## src/rtl/core_mem_arbiter_pkg.sv

```systemverilog
// Shared micro-architecture types for the core memory path.
// A mem_req bundles one captured request from either requester.
package core_mem_arbiter_pkg;

  typedef logic [31:0] word_t;
  typedef logic [29:0] ptr_t;

  typedef struct packed {
    logic       write;
    ptr_t       addr;
    word_t      data;
    logic [3:0] be;
  } mem_req_t;

  function automatic word_t byte_addr(ptr_t p);
    return {p, 2'b00};
  endfunction

endpackage

```

## src/rtl/core_mem_arbiter_if.sv

```systemverilog
// Avalon-MM style bus between the arbiter (master) and the memory (slave).
interface core_mem_arbiter_if;
  import core_mem_arbiter_pkg::*;

  word_t      avl_address;
  logic       avl_read;
  logic       avl_write;
  word_t      avl_writedata;
  logic [3:0] avl_byteenable;
  logic       avl_waitrequest;
  word_t      avl_readdata;
  logic       avl_readdatavalid;

  modport master (
    output avl_address, avl_read, avl_write, avl_writedata, avl_byteenable,
    input  avl_waitrequest, avl_readdata, avl_readdatavalid
  );

  modport slave (
    input  avl_address, avl_read, avl_write, avl_writedata, avl_byteenable,
    output avl_waitrequest, avl_readdata, avl_readdatavalid
  );
endinterface

```

## src/rtl/core_mem_req_latch.sv

```systemverilog
// Per-requester capture register with pending flag.
// A fresh start is visible combinationally so an idle arbiter can grant it at once.
module core_mem_req_latch
  import core_mem_arbiter_pkg::*;
(
  input  logic     clk,
  input  logic     rst,
  input  logic     start,
  input  logic     busy,
  input  logic     grant,
  input  mem_req_t req_in,
  output logic     valid,
  output mem_req_t req
);

  logic     pending_r;
  mem_req_t req_r;
  logic     take_s;

  // Starts are dropped while this requester already has work queued or on the bus.
  assign take_s = start & ~busy & ~pending_r;

  // Pending flag and captured request.
  always_ff @(posedge clk) begin
    if (rst) begin
      pending_r <= 1'b0;
      req_r     <= '0;
    end else begin
      if (grant) begin
        pending_r <= 1'b0;
      end else if (take_s) begin
        pending_r <= 1'b1;
      end else begin
        pending_r <= pending_r;
      end
      if (take_s) begin
        req_r <= req_in;
      end else begin
        req_r <= req_r;
      end
    end
  end

  // Present either the held request or the one arriving this cycle.
  always_comb begin
    valid = pending_r | take_s;
    if (pending_r) begin
      req = req_r;
    end else begin
      req = req_in;
    end
  end

endmodule

```

## src/rtl/core_mem_arbiter.sv

```systemverilog
// Arbitrates instruction fetch and data accesses onto one Avalon-MM master.
// Data wins ties; a saturating counter forces a fetch after STARVE_LIMIT data grants.
module core_mem_arbiter
  import core_mem_arbiter_pkg::*;
#(
  parameter int STARVE_LIMIT = 4
) (
  input  logic       clk,
  input  logic       rst,
  input  logic       insn_start,
  input  ptr_t       insn_addr,
  output logic       insn_ready,
  output word_t      insn_data_rd,
  input  logic       data_start,
  input  logic       data_write,
  input  ptr_t       data_addr,
  input  word_t      data_data_wr,
  input  logic [3:0] data_data_be,
  output logic       data_ready,
  output word_t      data_data_rd,
  core_mem_arbiter_if.master avl
);

  typedef enum logic [1:0] {IDLE = 2'd0, ISSUE = 2'd1, WAIT_RD = 2'd2} state_t;

  localparam logic [7:0] LIMIT = 8'(STARVE_LIMIT);

  state_t     state_r, state_n;
  logic       gnt_insn_r;
  logic [7:0] starve_cnt_r;
  logic       insn_valid_s, data_valid_s, insn_busy_s, data_busy_s;
  mem_req_t   insn_req_s, data_req_s, gnt_req_s;
  logic       grant_insn_s, grant_data_s, accept_s, wr_done_s, rd_done_s;

  assign insn_busy_s = (state_r != IDLE) &  gnt_insn_r;
  assign data_busy_s = (state_r != IDLE) & ~gnt_insn_r;

  core_mem_req_latch u_insn_latch (
    .clk(clk), .rst(rst), .start(insn_start), .busy(insn_busy_s), .grant(grant_insn_s),
    .req_in('{write: 1'b0, addr: insn_addr, data: 32'h0, be: 4'h0}),
    .valid(insn_valid_s), .req(insn_req_s)
  );

  core_mem_req_latch u_data_latch (
    .clk(clk), .rst(rst), .start(data_start), .busy(data_busy_s), .grant(grant_data_s),
    .req_in('{write: data_write, addr: data_addr, data: data_data_wr, be: data_data_be}),
    .valid(data_valid_s), .req(data_req_s)
  );

  // State register.
  always_ff @(posedge clk) begin
    if (rst) begin
      state_r <= IDLE;
    end else begin
      state_r <= state_n;
    end
  end

  // Next-state logic.
  always_comb begin
    state_n = state_r;
    case (state_r)
      IDLE: begin
        if (insn_valid_s | data_valid_s) state_n = ISSUE;
        else                             state_n = IDLE;
      end
      ISSUE: begin
        if (avl.avl_waitrequest)                            state_n = ISSUE;
        else if (avl.avl_write | avl.avl_readdatavalid)     state_n = IDLE;
        else                                                state_n = WAIT_RD;
      end
      WAIT_RD: begin
        if (avl.avl_readdatavalid) state_n = IDLE;
        else                       state_n = WAIT_RD;
      end
      default: state_n = IDLE;
    endcase
  end

  // Grant and completion decode.
  always_comb begin
    grant_insn_s = 1'b0;
    grant_data_s = 1'b0;
    accept_s     = 1'b0;
    wr_done_s    = 1'b0;
    rd_done_s    = 1'b0;
    case (state_r)
      IDLE: begin
        if (insn_valid_s && (!data_valid_s || (LIMIT != 8'd0 && starve_cnt_r == LIMIT))) begin
          grant_insn_s = 1'b1;
        end else if (data_valid_s) begin
          grant_data_s = 1'b1;
        end else begin
          grant_data_s = 1'b0;
        end
      end
      ISSUE: begin
        accept_s = ~avl.avl_waitrequest;
        if (accept_s && avl.avl_write) begin
          wr_done_s = 1'b1;
        end else if (accept_s && avl.avl_readdatavalid) begin
          rd_done_s = 1'b1;
        end else begin
          rd_done_s = 1'b0;
        end
      end
      WAIT_RD: rd_done_s = avl.avl_readdatavalid;
      default: rd_done_s = 1'b0;
    endcase
    if (grant_insn_s) gnt_req_s = insn_req_s;
    else              gnt_req_s = data_req_s;
  end

  // Registered bus outputs, ready pulses, read data and starvation counter.
  always_ff @(posedge clk) begin
    if (rst) begin
      gnt_insn_r         <= 1'b0;
      starve_cnt_r       <= 8'd0;
      avl.avl_address    <= 32'h0;
      avl.avl_read       <= 1'b0;
      avl.avl_write      <= 1'b0;
      avl.avl_writedata  <= 32'h0;
      avl.avl_byteenable <= 4'h0;
      insn_ready         <= 1'b0;
      insn_data_rd       <= 32'h0;
      data_ready         <= 1'b0;
      data_data_rd       <= 32'h0;
    end else begin
      insn_ready <= 1'b0;
      data_ready <= 1'b0;
      if (grant_insn_s | grant_data_s) begin
        gnt_insn_r         <= grant_insn_s;
        avl.avl_address    <= byte_addr(gnt_req_s.addr);
        avl.avl_read       <= ~gnt_req_s.write;
        avl.avl_write      <=  gnt_req_s.write;
        avl.avl_writedata  <= gnt_req_s.write ? gnt_req_s.data : 32'h0;
        avl.avl_byteenable <= gnt_req_s.write ? gnt_req_s.be : 4'hF;
      end else if (accept_s) begin
        avl.avl_read  <= 1'b0;
        avl.avl_write <= 1'b0;
      end
      if (wr_done_s) data_ready <= 1'b1;
      if (rd_done_s) begin
        if (gnt_insn_r) begin
          insn_ready   <= 1'b1;
          insn_data_rd <= avl.avl_readdata;
        end else begin
          data_ready   <= 1'b1;
          data_data_rd <= avl.avl_readdata;
        end
      end
      // Count data wins over a waiting fetch; any fetch grant or idle fetch side resets it.
      if (grant_insn_s || !insn_valid_s) begin
        starve_cnt_r <= 8'd0;
      end else if (grant_data_s && starve_cnt_r != LIMIT) begin
        starve_cnt_r <= starve_cnt_r + 8'd1;
      end
    end
  end

endmodule

```

## src/flat_wrapper.sv

```systemverilog
// flat-port wrapper written by rule: the top's interface ports become plain ports
module core_mem_arbiter_flat import core_mem_arbiter_pkg::*;
#(
  parameter int STARVE_LIMIT = 4
)
  (clk, rst, insn_start, insn_addr, insn_ready, insn_data_rd, data_start, data_write, data_addr, data_data_wr, data_data_be, data_ready, data_data_rd, avl_avl_address, avl_avl_read, avl_avl_write, avl_avl_writedata, avl_avl_byteenable, avl_avl_waitrequest, avl_avl_readdata, avl_avl_readdatavalid);
  core_mem_arbiter_if avl_i ();
  input  logic clk;
  input  logic rst;
  input  logic insn_start;
  input  ptr_t insn_addr;
  output logic insn_ready;
  output word_t insn_data_rd;
  input  logic data_start;
  input  logic data_write;
  input  ptr_t data_addr;
  input  word_t data_data_wr;
  input  logic [3:0] data_data_be;
  output logic data_ready;
  output word_t data_data_rd;
  output wire logic [$bits(avl_i.avl_address)-1:0] avl_avl_address;
  output wire logic [$bits(avl_i.avl_read)-1:0] avl_avl_read;
  output wire logic [$bits(avl_i.avl_write)-1:0] avl_avl_write;
  output wire logic [$bits(avl_i.avl_writedata)-1:0] avl_avl_writedata;
  output wire logic [$bits(avl_i.avl_byteenable)-1:0] avl_avl_byteenable;
  input wire logic [$bits(avl_i.avl_waitrequest)-1:0] avl_avl_waitrequest;
  input wire logic [$bits(avl_i.avl_readdata)-1:0] avl_avl_readdata;
  input wire logic [$bits(avl_i.avl_readdatavalid)-1:0] avl_avl_readdatavalid;
  assign avl_avl_address = avl_i.avl_address;
  assign avl_avl_read = avl_i.avl_read;
  assign avl_avl_write = avl_i.avl_write;
  assign avl_avl_writedata = avl_i.avl_writedata;
  assign avl_avl_byteenable = avl_i.avl_byteenable;
  assign avl_i.avl_waitrequest = avl_avl_waitrequest;
  assign avl_i.avl_readdata = avl_avl_readdata;
  assign avl_i.avl_readdatavalid = avl_avl_readdatavalid;
  core_mem_arbiter #(.STARVE_LIMIT(STARVE_LIMIT)) u_core (.clk(clk), .rst(rst), .insn_start(insn_start), .insn_addr(insn_addr), .insn_ready(insn_ready), .insn_data_rd(insn_data_rd), .data_start(data_start), .data_write(data_write), .data_addr(data_addr), .data_data_wr(data_data_wr), .data_data_be(data_data_be), .data_ready(data_ready), .data_data_rd(data_data_rd), .avl(avl_i));
endmodule
```

## config.mk

```make
export PLATFORM = sky130hd
export DESIGN_NAME = core_mem_arbiter_flat
export DESIGN_NICKNAME = d
export VERILOG_FILES = /design/src/rtl/core_mem_arbiter_pkg.sv /design/src/rtl/core_mem_arbiter_if.sv /design/src/rtl/core_mem_req_latch.sv /design/src/rtl/core_mem_arbiter.sv /design/src/flat_wrapper.sv
export SDC_FILE = /design/constraint.sdc
export NUM_CORES = 1
export LEC_CHECK = 0
export ABC_AREA = 1
export BUFFER_PORTS_ARGS = -buffer_cell sky130_fd_sc_hd__buf_2
export CORE_UTILIZATION = 51
export CTS_CLUSTER_SIZE = 12
export DETAILED_ROUTE_END_ITERATION = 6
export PLACE_DENSITY = 0.79
export SLEW_MARGIN = 25
export SYNTH_ARGS = -nofsm -noshare
export SYNTH_HDL_FRONTEND = slang
export SYNTH_SLANG_ARGS = --single-unit
```

## constraint.sdc

```tcl
create_clock -name clk -period 1.8 [get_ports clk]
set_input_delay 0.36 -clock clk [delete_from_list [all_inputs] [get_ports clk]]
set_output_delay 0.36 -clock clk [all_outputs]
set_load 0.01 [all_outputs]
```

Word-level counts from Yosys, hierarchy flattened
Index checks and enable logic that the tools add are counted.
{"block": "word_totals", "input_bits": 135, "wordCells": 88, "ff_bits": 244, "output_inout_bits": 136}
{"block": "op_classes", "n_eq_ne": 4, "n_reduce_logical": 17, "muxes": 28, "n_addsub": 1, "bitwise_logic": 19}
{"op": "2-to-1 mux 67 bit", "n": 2}
{"op": "2-to-1 mux 66 bit", "n": 1}
{"op": "2-to-1 mux 32 bit", "n": 1}
{"op": "2-to-1 mux 1 bit", "n": 18}
{"op": "adder 8 x 1 -> 8 bit, second input constant", "n": 1}
{"op": "equality test 8 x 3 -> 1 bit, second input constant", "n": 1}
{"op": "inequality test 8 x 3 -> 1 bit, second input constant", "n": 1}
{"op": "NOT 1 bit", "n": 8}
{"op": "OR reduction 2 bit", "n": 4}
{"op": "AND 1 bit", "n": 6}
{"op": "2-to-1 mux 2 bit", "n": 3}
{"op": "one-hot mux 2 bit (3 select lines)", "n": 1}
{"op": "OR 1 bit", "n": 5}
{"op": "logical AND 1 bit", "n": 4}
{"op": "2-to-1 mux 4 bit", "n": 1}
{"op": "AND reduction 2 bit", "n": 2}
{"op": "nonzero test 2 bit", "n": 2}
{"op": "equality test 2 x 1 -> 1 bit, second input constant", "n": 1}
{"op": "equality test 2 bit, second input constant", "n": 1}
{"op": "zero test 1 bit", "n": 2}
{"op": "zero test 2 bit", "n": 1}
{"op": "logical OR 1 bit", "n": 2}
{"op": "one-hot mux 1 bit (2 select lines)", "n": 1}

Depth between registers and ports, before layout
Gate-level depths: netlist of the first run.
{"block": "logic_depth", "word_depth": 14, "depth_mapped": 13, "ltp_nobuf": 12}

By module
From an unflattened synthesis of the first run, not the netlist that was laid out.
{"block": "unflattened", "hier_cells": 2259, "area_unflattened_um2": 14266.2}
{"module": "core_mem_req_latch", "area_per_inst_um2": 4071.4, "cells_per_inst": 721, "seq_area_each_um2": 1361.3, "instances": 2}
{"module": "core_mem_arbiter", "area_per_inst_um2": 6123.4, "cells_per_inst": 817, "seq_area_each_um2": 2902.8, "instances": 1}

Least setup slack after synthesis of the first run
OpenSTA, ideal clock, no wires.
{"block": "synth_path", "path_type": "register to register", "from": "register u_core.state_r[0]", "to": "register u_core.avl.avl_address[23]", "required_time_ps": 1690, "slack_ps": 167, "arrival_time_ps": 1523, "stages_incl_launch_ff": 14, "path_buffers": 2, "setup_ps": 110, "synth_period_minus_slack_ps": 1633, "path_cell_list": "dfxtp_1 -> inv_1 -> ha_1 -> inv_2 -> nand2_1 -> nand2_1 -> a21oi_2 -> nand2_2 -> buf_6 -> buf_6 -> nand3_1 -> nand3_1 -> nand2_1 -> inv_1"}
{"block": "synth_between", "elab_chain_len": 12, "word_cells_on_any_way": 22, "cone_classes": "mux: 6; bitwise: 11; reduce/logical: 5"}
{"element": "from (decl)", "line_no": "core_mem_arbiter.sv:28", "rtl": "state_t state_r, state_n;"}
{"element": "from (signal assigned)", "line_no": "core_mem_arbiter.sv:55", "rtl": "state_r <= state_n;"}
{"element": "nonzero test 2 bit", "line_no": "core_mem_arbiter.sv:35, core_mem_arbiter.sv:36"}
{"element": "AND 1 bit", "line_no": "core_mem_arbiter.sv:36", "rtl": "assign data_busy_s = (state_r != IDLE) & ~gnt_insn_r;"}
{"element": "NOT 1 bit", "line_no": "core_mem_req_latch.sv:21", "rtl": "assign take_s = start & ~busy & ~pending_r;"}
{"element": "AND 1 bit (2 in a row)", "line_no": "core_mem_req_latch.sv:21"}
{"element": "OR 1 bit", "line_no": "core_mem_req_latch.sv:46", "rtl": "valid = pending_r | take_s;"}
{"element": "zero test 1 bit", "line_no": "core_mem_arbiter.sv:89", "rtl": "if (insn_valid_s && (!data_valid_s || (LIMIT != 8'd0 && starve_cnt_r == LIMIT))) begin"}
{"element": "logical OR 1 bit", "line_no": "core_mem_arbiter.sv:89"}
{"element": "logical AND 1 bit", "line_no": "core_mem_arbiter.sv:89"}
{"element": "2-to-1 mux 1 bit", "line_no": "core_mem_arbiter.sv:89"}
{"element": "2-to-1 mux 1 bit", "line_no": "core_mem_arbiter.sv:87", "rtl": "case (state_r)"}
{"element": "2-to-1 mux 67 bit or OR 1 bit (tied branches)", "line_no": "core_mem_arbiter.sv:110, core_mem_arbiter.sv:131"}
{"element": "to (signal assigned)", "line_no": "core_mem_arbiter.sv:133", "rtl": "avl.avl_address <= byte_addr(gnt_req_s.addr);"}
{"element": "to (decl)", "line_no": "core_mem_arbiter_if.sv:15", "rtl": "output avl_address, avl_read, avl_write, avl_writedata, avl_byteenable,"}
Parallel ways exist; a longest one is shown, timed or not.
A chain may end at the register's enable or synchronous reset.

Worst setup path after layout of the first run
{"block": "layout_path", "from": "register u_core.state_r[0]", "to": "register u_core.insn_data_rd[3]"}
{"block": "layout_between", "elab_chain_len": 3, "word_cells_on_any_way": 4, "cone_classes": "eq/ne: 2; mux: 1; reduce/logical: 1"}
{"element": "equality test 2 bit or equality test 2 x 1 -> 1 bit (tied branches)", "line_no": "core_mem_arbiter.sv:87"}
{"element": "one-hot mux 1 bit (2 select lines) *", "line_no": "core_mem_arbiter.sv:87"}
{"element": "AND reduction 2 bit (no source line) *"}
{"element": "to (signal assigned)", "line_no": "core_mem_arbiter.sv:146", "rtl": "insn_data_rd <= avl.avl_readdata;"}
{"element": "to (decl)", "line_no": "core_mem_arbiter.sv:13", "rtl": "output word_t insn_data_rd,"}
Mark *: on every way between the ends. The rest lies on a longest branch, timed or not.

==> flow_summary.json, run 1 <==
{
  "p_sw_w": 0.00473,
  "cts_made_buffers": 26,
  "ys_warn_count": 0,
  "clockPowerShare_pct": 34.1,
  "finalSetupViolations": 0,
  "route.met3.wl_um": 1990,
  "synthCells": 1462,
  "place.gp.congestion": 0.830,
  "die_w_um": 146,
  "worstSkewPairLatency_ns": 0.53,
  "grt_pass1_vias": 9752,
  "intPower_w": 0.0104,
  "ir_drop_mv": 0.791,
  "outcome": "finished clean",
  "layout-drive-gt1-share_pct": 22.7,
  "hold_viol_final": 0,
  "synth_cell_types": 28,
  "grt_usage_pct": 26.8,
  "startpoint": "u_core.state_r[0]",
  "pwr-share-seq_pct": 40.9,
  "totalWireLength_um": 29600,
  "initial_core_util_pct": 52.3,
  "slew_headroom_pct": 62.5,
  "area_growth_pct": 25.7,
  "boundaryPins": 271,
  "ys_seq_area_share_pct": 46.0,
  "tightest_slew_ns": 0.562,
  "netlist_area_um2": 10600,
  "final_nets": 1825,
  "antenna_found_initial": 3,
  "p_leak_nw": 6.08,
  "comb_power_share_pct": 25.0,
  "firstDrtPassIters": 5,
  "grt-ovfl-total": 0,
  "cp-start-kind": "flip-flop",
  "die_h_um": 146,
  "whs_ns": 0.0981,
  "dp_hpwl_um": 19300,
  "endpoint_kind": "flip-flop",
  "wl_per_cell_um": 15.0,
  "finalClockSkew_ns": 0.0175,
  "cap_violations": 0,
  "total_power_w": 0.0151,
  "highest-signal-layer": "met5",
  "fin_crit_sh_pct": 96.4,
  "hp-class": "in -> reg",
  "htreeDepth": 1,
  "core_um2": 20300,
  "slew_viol_final": 0,
  "postSynthAreaPerCell_um2": 7.26,
  "worstPathMaxFanout": 16,
  "synth_edf_count": 0,
  "p_per_area_nw_per_um2": 1130,
  "ff_latch_area_um2": 4890,
  "fin_crit_ns": 1.74,
  "root_buffer": "clkbuf_16",
  "routed_via_density": 5.37,
  "min_from": "data_data_wr[30]",
  "ys.flop_type": "dfxtp_1",
  "cts_tree": "yes",
  "grt_max_degree": 88,
  "multi_input_area_um2": 4660,
  "n_fill_cell": 1738,
  "synth-seq-cells": 244,
  "dieArea_um2": 21400,
  "cts_sinks": 244,
  "switching_share_pct": 31.3,
  "met1Wirelength_um": 12900,
  "grt_first_pass_wirelength_um": 47900,
  "portBuffers": 268,
  "ant_nets": 0,
  "crit_type": "reg -> reg",
  "timing.fmax_ghz": 0.576,
  "via_count": 10600,
  "drc": 0,
  "rows": 52,
  "crit_arrival_ns": 2.12,
  "cp.required_ns": 2.18,
  "rsz0062_at_grt": "yes",
  "cts_max_path_buffers": 3,
  "wl_met2_um": 14000,
  "cts.reportedPaths.clkPinSlew_ns": 0.06,
  "synthArstFlopShare_pct": 0,
  "drt_iter0_markers": 759,
  "r2r-start": "u_core.state_r[0]"
}
[critical path, cell delays in order, from the launching register on]
cell	delay, ns
dfxtp_2	0.33
buf_4	0.11
ha_1	0.17
nand2_1	0.08
o21bai_1	0.12
inv_1	0.09
nor2_4	0.15
buf_4	0.15
nand2_4	0.06
clkbuf_16	0.21
nand2_1	0.06
a21oi_1	0.06
[state kept, by name (all words and copies together), names as in the netlist, 2 cells and up]
signal	count
u_core.avl.avl_address	30
u_core.data_data_rd	32
u_core.avl.avl_byteenable	4
u_core.insn_data_rd	32
u_core.state_r	2
u_core.u_data_latch.req_r	67
u_core.u_insn_latch.req_r	30
u_core.avl.avl_writedata	32
u_core.starve_cnt_r	8
[power by group through the flow]
stage	Clock [W]	Sequential (W)	Combinational [W]
detailed placement	0	0.00628	0.00362
global route	0.00543	0.00623	0.00418
floorplan	0	0.00635	0.00226
global placement	0	0.00627	0.00355
finish	0.00514	0.00618	0.00376
CTS	0.00522	0.00617	0.00367
[kinds of logic after synthesis]
family	Yosys count	share of synthesized area (%)
adder cells (fa/ha/maj)	6	0.707
AO/OA/AOI/OAI	375	18.6
XOR/XNOR	3	0.248
buffers and inverters	279	10.8
other	1	0.0353
AND/OR/NAND/NOR	554	23.5
flip-flops	244	46.0
[synthesized netlist by cell type (all sizes together) (6+ instances only)]
cell / number / area (um2)
nand2: 238 / 921
a211oi: 35 / 263
clkbuf: 64 / 240
a21oi: 170 / 855
buf: 59 / 324
ha: 6 / 75.1
nand4: 39 / 244
nand3: 224 / 1130
o21ai: 169 / 853
dfxtp: 244 / 4880
inv: 155 / 582
nor2: 52 / 198
[area by class of cell]
type / instances / share of cell area (%)
flip-flops and latches: 244 / 36.7
multi-input cells: 940 / 35.0
repair buffers: 316 / 15.2
clock buffers: 39 / 6.00
inverters: 156 / 4.43
well taps: 270 / 2.53
clock inverters: 4 / 0.150
diodes: 2 / 0.0375
[final timing paths]
kind	to	slack [ns]	cells past startpoint
setup / recovery	u_core.insn_data_rd[3]	0.06	11
hold / removal	u_core.u_data_latch.req_r[34]	0.1	3
setup reg to reg	u_core.insn_data_rd[3]	0.06	11
hold reg to reg	u_core.u_insn_latch.req_r[38]	0.44	2
[cells in the final DEF, fill, tap and decap left out, types with 3 or more instances in the layout]
cell type,Yosys,routed
a211oi_1,35,35
a21oi_1,169,169
buf_12,0,24
buf_2,49,267
buf_4,5,21
clkbuf_1,64,4
clkbuf_16,0,28
clkbuf_8,0,8
clkinv_2,0,4
dfxtp_1,244,241
dfxtp_2,0,3
ha_1,6,5
inv_1,151,148
inv_2,4,5
nand2_1,231,227
nand2_2,5,5
nand2_4,2,6
nand3_1,223,221
nand4_1,39,39
nor2_1,51,48
nor2_2,1,3
o21ai_0,152,149
o21ai_1,15,18
xor2_1,3,3
[stage by stage]
stage	area [um2]	std cells	setup TNS, ns	setup slack (ns)	utilization, %
2_1_floorplan	10600	1463	0	0.167	-
3_3_place_gp	12300	1920	0	0.0461	60.8
3_5_place_dp	12300	1920	-0.0412	-0.0190	60.8
4_1_cts	13200	1963	0	0.0140	64.9
5_1_grt	13300	1970	-0.440	-0.0285	65.7
6_report	13300	1971	0	0.0647	65.7
[layer usage]
metal,vias to the layer above,GRT usage (%)
met2,372,44.4
met1,4844,35.1
li1,5315,-
met5,-,0
met3,53,5.16
met4,2,8.39
[repair_timing]
action	in CTS	in global routing
hold buffers	0	1
buffers inserted	0	4
gates resized for setup	3	25
setup endpoints to repair	13	95
pin swaps	0	1
gates cloned	0	1
hold endpoints to repair	0	1
Power figures use the tool's default switching activity.
==> run 2, diff against run 1 <==
==> constraint.sdc (replaced) <==
create_clock -name clk -period 1.6 [get_ports clk]
set_input_delay 0.32 -clock clk [delete_from_list [all_inputs] [get_ports clk]]
set_output_delay 0.32 -clock clk [all_outputs]
set_load 0.01 [all_outputs]
==> flow_summary.json, run 2 (synthesized netlist as in run 1, its figures left out) <==
{
  "endpoint_kind": "flip-flop",
  "via_count": 11400,
  "cts_sinks": 244,
  "p_leak_nw": 6.68,
  "cts_tree": "yes",
  "multi_input_area_um2": 5320,
  "grt_usage_pct": 28.9,
  "firstDrtPassIters": 5,
  "routed_via_density": 5.61,
  "layout-drive-gt1-share_pct": 31.8,
  "dieArea_um2": 21400,
  "root_buffer": "clkbuf_16",
  "drt_iter0_markers": 879,
  "place_area_um2": 12600,
  "largest_reg_flops": 67,
  "post-place-ws_ns": -0.143,
  "cts_max_path_buffers": 3,
  "violations": "setup timing",
  "cts_made_buffers": 26,
  "core_um2": 20300,
  "p_per_area_nw_per_um2": 1250,
  "rsz0062_at_grt": "yes",
  "die_h_um": 146,
  "slew_viol_final": 0,
  "pwr-share-seq_pct": 37.5,
  "clockPowerShare_pct": 32.4,
  "gr-usage-met3_pct": 5.03,
  "worstPathMaxFanout": 8,
  "grt_max_degree": 112,
  "timing.fmax_ghz": 0.569,
  "grtUsageMet2_pct": 48.4,
  "rows": 52,
  "cp-start-kind": "flip-flop",
  "crit_type": "reg -> reg",
  "fin_util_pct": 73.4,
  "drc": 0,
  "switching_share_pct": 32.2,
  "fin_crit_sh_pct": 110,
  "cp.required_ns": 2.05,
  "final_common_cell": "buf_2",
  "ant_nets": 0,
  "fin_crit_ns": 1.76,
  "final_cell_area_um2": 14900,
  "crit_arrival_ns": 2.21,
  "dp_hpwl_um": 19600,
  "outcome": "finished with violations",
  "boundaryPins": 271,
  "place.gp.congestion": 0.837,
  "grtUsageMet1_pct": 37.0,
  "tightest_slew_ns": 0.563,
  "ir_drop_mv": 0.944,
  "antenna_found_initial": 5,
  "ff_latch_area_um2": 4890,
  "final_nets": 1884,
  "final_cell_mix": "buf_2 (267), dfxtp_1 (242), nand2_1 (197)",
  "p_sw_w": 0.00601,
  "n_fill_cell": 1529,
  "area_growth_pct": 40.4,
  "slew_headroom_pct": 62.5,
  "finalClockSkew_ns": 0.00932,
  "htreeDepth": 1,
  "top_register": "u_core.u_data_latch.req_r",
  "grt_pass1_vias": 10300,
  "wl_per_cell_um": 17.0,
  "finalSetupViolations": 176,
  "portBuffers": 268,
  "total_power_w": 0.0186,
  "hold_viol_final": 0,
  "cap_violations": 0,
  "layout_setup_ws_ns": -0.157,
  "die_w_um": 146,
  "intPower_w": 0.0126,
  "grt_first_pass_wirelength_um": 51300,
  "grt-ovfl-total": 0,
  "hp-class": "in -> reg",
  "comb_power_share_pct": 30.0,
  "cts.reportedPaths.clkPinSlew_ns": 0.06,
  "top_usage_layer": "met2",
  "initial_core_util_pct": 52.3,
  "worstSkewPairLatency_ns": 0.53,
  "totalWireLength_um": 34600
}
-- run 2: critical path: stages (launching register included) --
cell,delay [ns]
dfxtp_2,0.36
inv_2,0.05
buf_4,0.13
ha_2,0.17
o21bai_1,0.15
inv_1,0.11
nor2_4,0.06
buf_12,0.15
nand2_8,0.11
buf_16,0.16
nand2_1,0.09
a21oi_1,0.15
-- run 2: worst paths after layout --
path,from,to,slack [ns],depth (start not counted)
worst min-delay path,data_data_wr[30],u_core.u_data_latch.req_r[34],0.03,3
worst max register to register,u_core.state_r[0],u_core.data_data_rd[22],-0.16,11
worst min register to register,u_core.u_insn_latch.req_r[50],u_core.u_insn_latch.req_r[50],0.44,2
worst max-delay path,u_core.state_r[0],u_core.data_data_rd[22],-0.16,11
-- run 2: area by class of cell --
cell class,instances,area share [%]
antenna,4,0.0672
timing repair buffer,374,19.4
inverter,156,4.07
multi-input combinational,941,35.7
tap,270,2.27
sequential,244,32.8
clock buffer,41,5.22
clock inverter,3,0.454
-- run 2: what timing repair did --
action / CTS / global route
buffers inserted: 17 / 10
pin swaps: 33 / 49
cloned: 12 / 9
setup endpoints to repair: 199 / 237
gates resized for setup: 112 / 107
hold endpoints to repair: 1 / 0
hold buffers: 1 / 0
-- run 2: power groups by stage --
stage          Sequential, W  Combinational, W  Clock [W]
6_report             0.00699           0.00560    0.00605
5_1_grt              0.00704           0.00605    0.00635
4_1_cts              0.00696           0.00514    0.00610
3_5_place_dp         0.00707           0.00425          0
3_3_place_gp         0.00706           0.00417          0
2_1_floorplan        0.00714           0.00254          0
-- run 2: layer usage --
layer | wire length (um) | part of all wire [%] | up-vias
li1 | - | - | 5456
met1 | 13700 | 40 | 5308
met2 | 16700 | 48 | 556
met3 | 2880 | 8.3 | 95
met4 | 1280 | 3.7 | 0
met5 | 0 | 0 | -
-- run 2: metrics by stage --
step	hold WS, ns	instances	TNS (ns)
2_1_floorplan	0.397	1463	0
3_3_place_gp	0.431	1946	-0.883
3_5_place_dp	0.437	1946	-7.99
4_1_cts	0.0340	2018	-4.15
5_1_grt	0.0471	2031	-23.77
6_report	0.0329	2033	-10.93
==> run 3, diff against run 2 <==
--- a/config.mk
+++ b/config.mk
@@ -7,10 +7,10 @@
 export LEC_CHECK = 0
 export ABC_AREA = 1
 export BUFFER_PORTS_ARGS = -buffer_cell sky130_fd_sc_hd__buf_2
-export CORE_UTILIZATION = 51
+export CORE_UTILIZATION = 48
 export CTS_CLUSTER_SIZE = 12
 export DETAILED_ROUTE_END_ITERATION = 6
-export PLACE_DENSITY = 0.79
+export PLACE_DENSITY = 0.78
 export SLEW_MARGIN = 25
 export SYNTH_ARGS = -nofsm -noshare
 export SYNTH_HDL_FRONTEND = slang
==> constraint.sdc (replaced) <==
create_clock -name clk -period 1.5 [get_ports clk]
set_input_delay 0.3 -clock clk [delete_from_list [all_inputs] [get_ports clk]]
set_output_delay 0.3 -clock clk [all_outputs]
set_load 0.01 [all_outputs]
==> flow_summary.json, run 3 (synthesized netlist as in run 1, its figures left out) <==
{
  "routed_via_density": 5.71,
  "grt_first_pass_wirelength_um": 49800,
  "endpoint_kind": "flip-flop",
  "finalClockSkew_ns": 0.0143,
  "min_from": "avl_avl_readdata[19]",
  "root_buffer": "clkbuf_16",
  "cts_max_path_buffers": 3,
  "die_h_um": 151,
  "die_w_um": 151,
  "cts_made_buffers": 27,
  "hold-path-endpoint": "u_core.insn_data_rd[19]",
  "n_fill_cell": 1566,
  "post-place-ws_ns": -0.157,
  "core_um2": 21800,
  "cap_violations": 0,
  "grtUsageMet1_pct": 34.4,
  "via_count": 11800,
  "rsz0062_at_grt": "yes",
  "hold_path_depth": 3,
  "crit_arrival_ns": 2.20,
  "clockPowerShare_pct": 32.9,
  "fin_crit_ns": 1.75,
  "p_sw_w": 0.00691,
  "fin_crit_sh_pct": 117,
  "intPower_w": 0.0143,
  "antenna_found_initial": 6,
  "rr_worst_depth": 9,
  "timing.fmax_ghz": 0.571,
  "largest_reg_flops": 67,
  "pwr-share-seq_pct": 35.2,
  "wl_per_cell_um": 17.9,
  "grtUsageMet2_pct": 44.8,
  "setup_tns_ns": -34.20,
  "ant_nets": 0,
  "dp_hpwl_um": 20700,
  "gr-usage-met3_pct": 5.39,
  "totalWireLength_um": 37100,
  "boundaryPins": 271,
  "worstPathMaxFanout": 7,
  "top_register": "u_core.u_data_latch.req_r",
  "htreeDepth": 1,
  "crit_type": "reg -> reg",
  "fin_util_pct": 72.0,
  "final_cell_mix": "buf_2 (267), dfxtp_1 (241), nand2_1 (206)",
  "place.gp.congestion": 0.819,
  "grt_max_degree": 72,
  "rows": 54,
  "p_per_area_nw_per_um2": 1360,
  "rr_endpoint": "u_core.u_data_latch.req_r[35]",
  "area_growth_pct": 47.6,
  "switching_share_pct": 32.6,
  "comb_power_share_pct": 31.9,
  "grt-ovfl-total": 0,
  "cp-start-kind": "flip-flop",
  "firstDrtPassIters": 5,
  "layout-drive-gt1-share_pct": 34.4,
  "hold_viol_final": 0,
  "outcome": "finished with violations",
  "initial_core_util_pct": 48.8,
  "drc": 0,
  "dieArea_um2": 22700,
  "cts_sinks": 244,
  "reg2reg_slack_ns": -0.25,
  "final_nets": 1906,
  "grt_pass1_vias": 10000,
  "finalSetupViolations": 240,
  "grt_usage_pct": 27.1,
  "violations": "setup timing",
  "cts_tree": "yes",
  "final_common_cell": "buf_2",
  "top_usage_layer": "met2",
  "p_leak_nw": 6.99,
  "ir_drop_mv": 0.915,
  "slew_viol_final": 0,
  "hp-class": "in -> reg",
  "cp.required_ns": 1.95,
  "layout_setup_ws_ns": -0.252,
  "worstSkewPairLatency_ns": 0.55,
  "drt_iter0_markers": 961,
  "portBuffers": 268,
  "r2r-start": "u_core.state_r[1]",
  "cts.reportedPaths.clkPinSlew_ns": 0.06
}
==> run 3: metal layers <==
layer / share of wire [%] / routed length [um] / vias to the layer above
met5: 0 / 0 / -
met4: 4.1 / 1510 / 0
met3: 9.4 / 3510 / 134
met2: 48 / 18000 / 650
met1: 38 / 14100 / 5521
li1: - / - / 5513
==> run 3: critical path: stages (launching register included) <==
cell and delay (ns):
dfxtp_2 0.33, inv_4 0.08, ha_4 0.17, o21ai_4 0.07, buf_6 0.13, nor2_4 0.19, buf_12 0.18, clkinv_16 0.08
clkbuf_16 0.16, a211oi_1 0.23
==> run 3: cell type report <==
type                            count  area [um2]  area share [%]
Multi-Input combinational cell    941        5540            35.4
Clock buffer                       40         785            5.01
Clock inverter                      8         155           0.991
Tap cell                          280         350            2.24
Antenna cell                        7        17.5           0.112
Sequential cell                   244        4890            31.2
Inverter                          156         633            4.04
Timing Repair Buffer              392        3250            20.8
Timing Repair inverter              3        38.8           0.248
==> run 3: worst max path at each step <==
stage | start | to | slack (ns) | cells after the start
2_1_floorplan | u_core.state_r[1] | u_core.data_data_rd[10] | -0.03 | 10
3_3_place_gp | u_core.state_r[0] | u_core.avl.avl_byteenable[0] | -0.09 | 11
3_5_place_dp | u_core.state_r[0] | u_core.u_data_latch.req_r[9] | -0.16 | 9
4_1_cts | u_core.state_r[0] | u_core.starve_cnt_r[3] | -0.14 | 11
5_1_grt | u_core.state_r[1] | u_core.avl.avl_address[2] | -0.33 | 12
6_report | u_core.state_r[1] | u_core.u_data_latch.req_r[35] | -0.25 | 9
==> run 3: through the flow <==
stage                     instance area (um2)  std cells  power (W)  hold WS (ns)
after floorplan                         10700       1463     0.0104         0.370
after global placement                  12900       1973     0.0123         0.431
after detailed placement                12900       1973     0.0124         0.436
after CTS                               14400       2038     0.0200        0.0176
after global routing                    15700       2070     0.0221        0.0341
final                                   15700       2071     0.0212        0.0290
==> run 3: power by group through the flow <==
| stage | combinational [W] | sequential [W] | clock [W] |
|---|---|---|---|
| after floorplan | 0.00276 | 0.00762 | 0 |
| after global placement | 0.00472 | 0.00754 | 0 |
| after detailed placement | 0.00483 | 0.00755 | 0 |
| after CTS | 0.00550 | 0.00743 | 0.00706 |
| after global routing | 0.00721 | 0.00752 | 0.00735 |
| final | 0.00677 | 0.00747 | 0.00699 |
==> run 3: what timing repair did <==
item,CTS,global route
pin swaps,3,57
buffers inserted,7,7
gates cloned,9,20
resized for setup,106,197
endpoints found under the hold margin,1,0
setup endpoints to repair,212,241
hold buffers,1,0
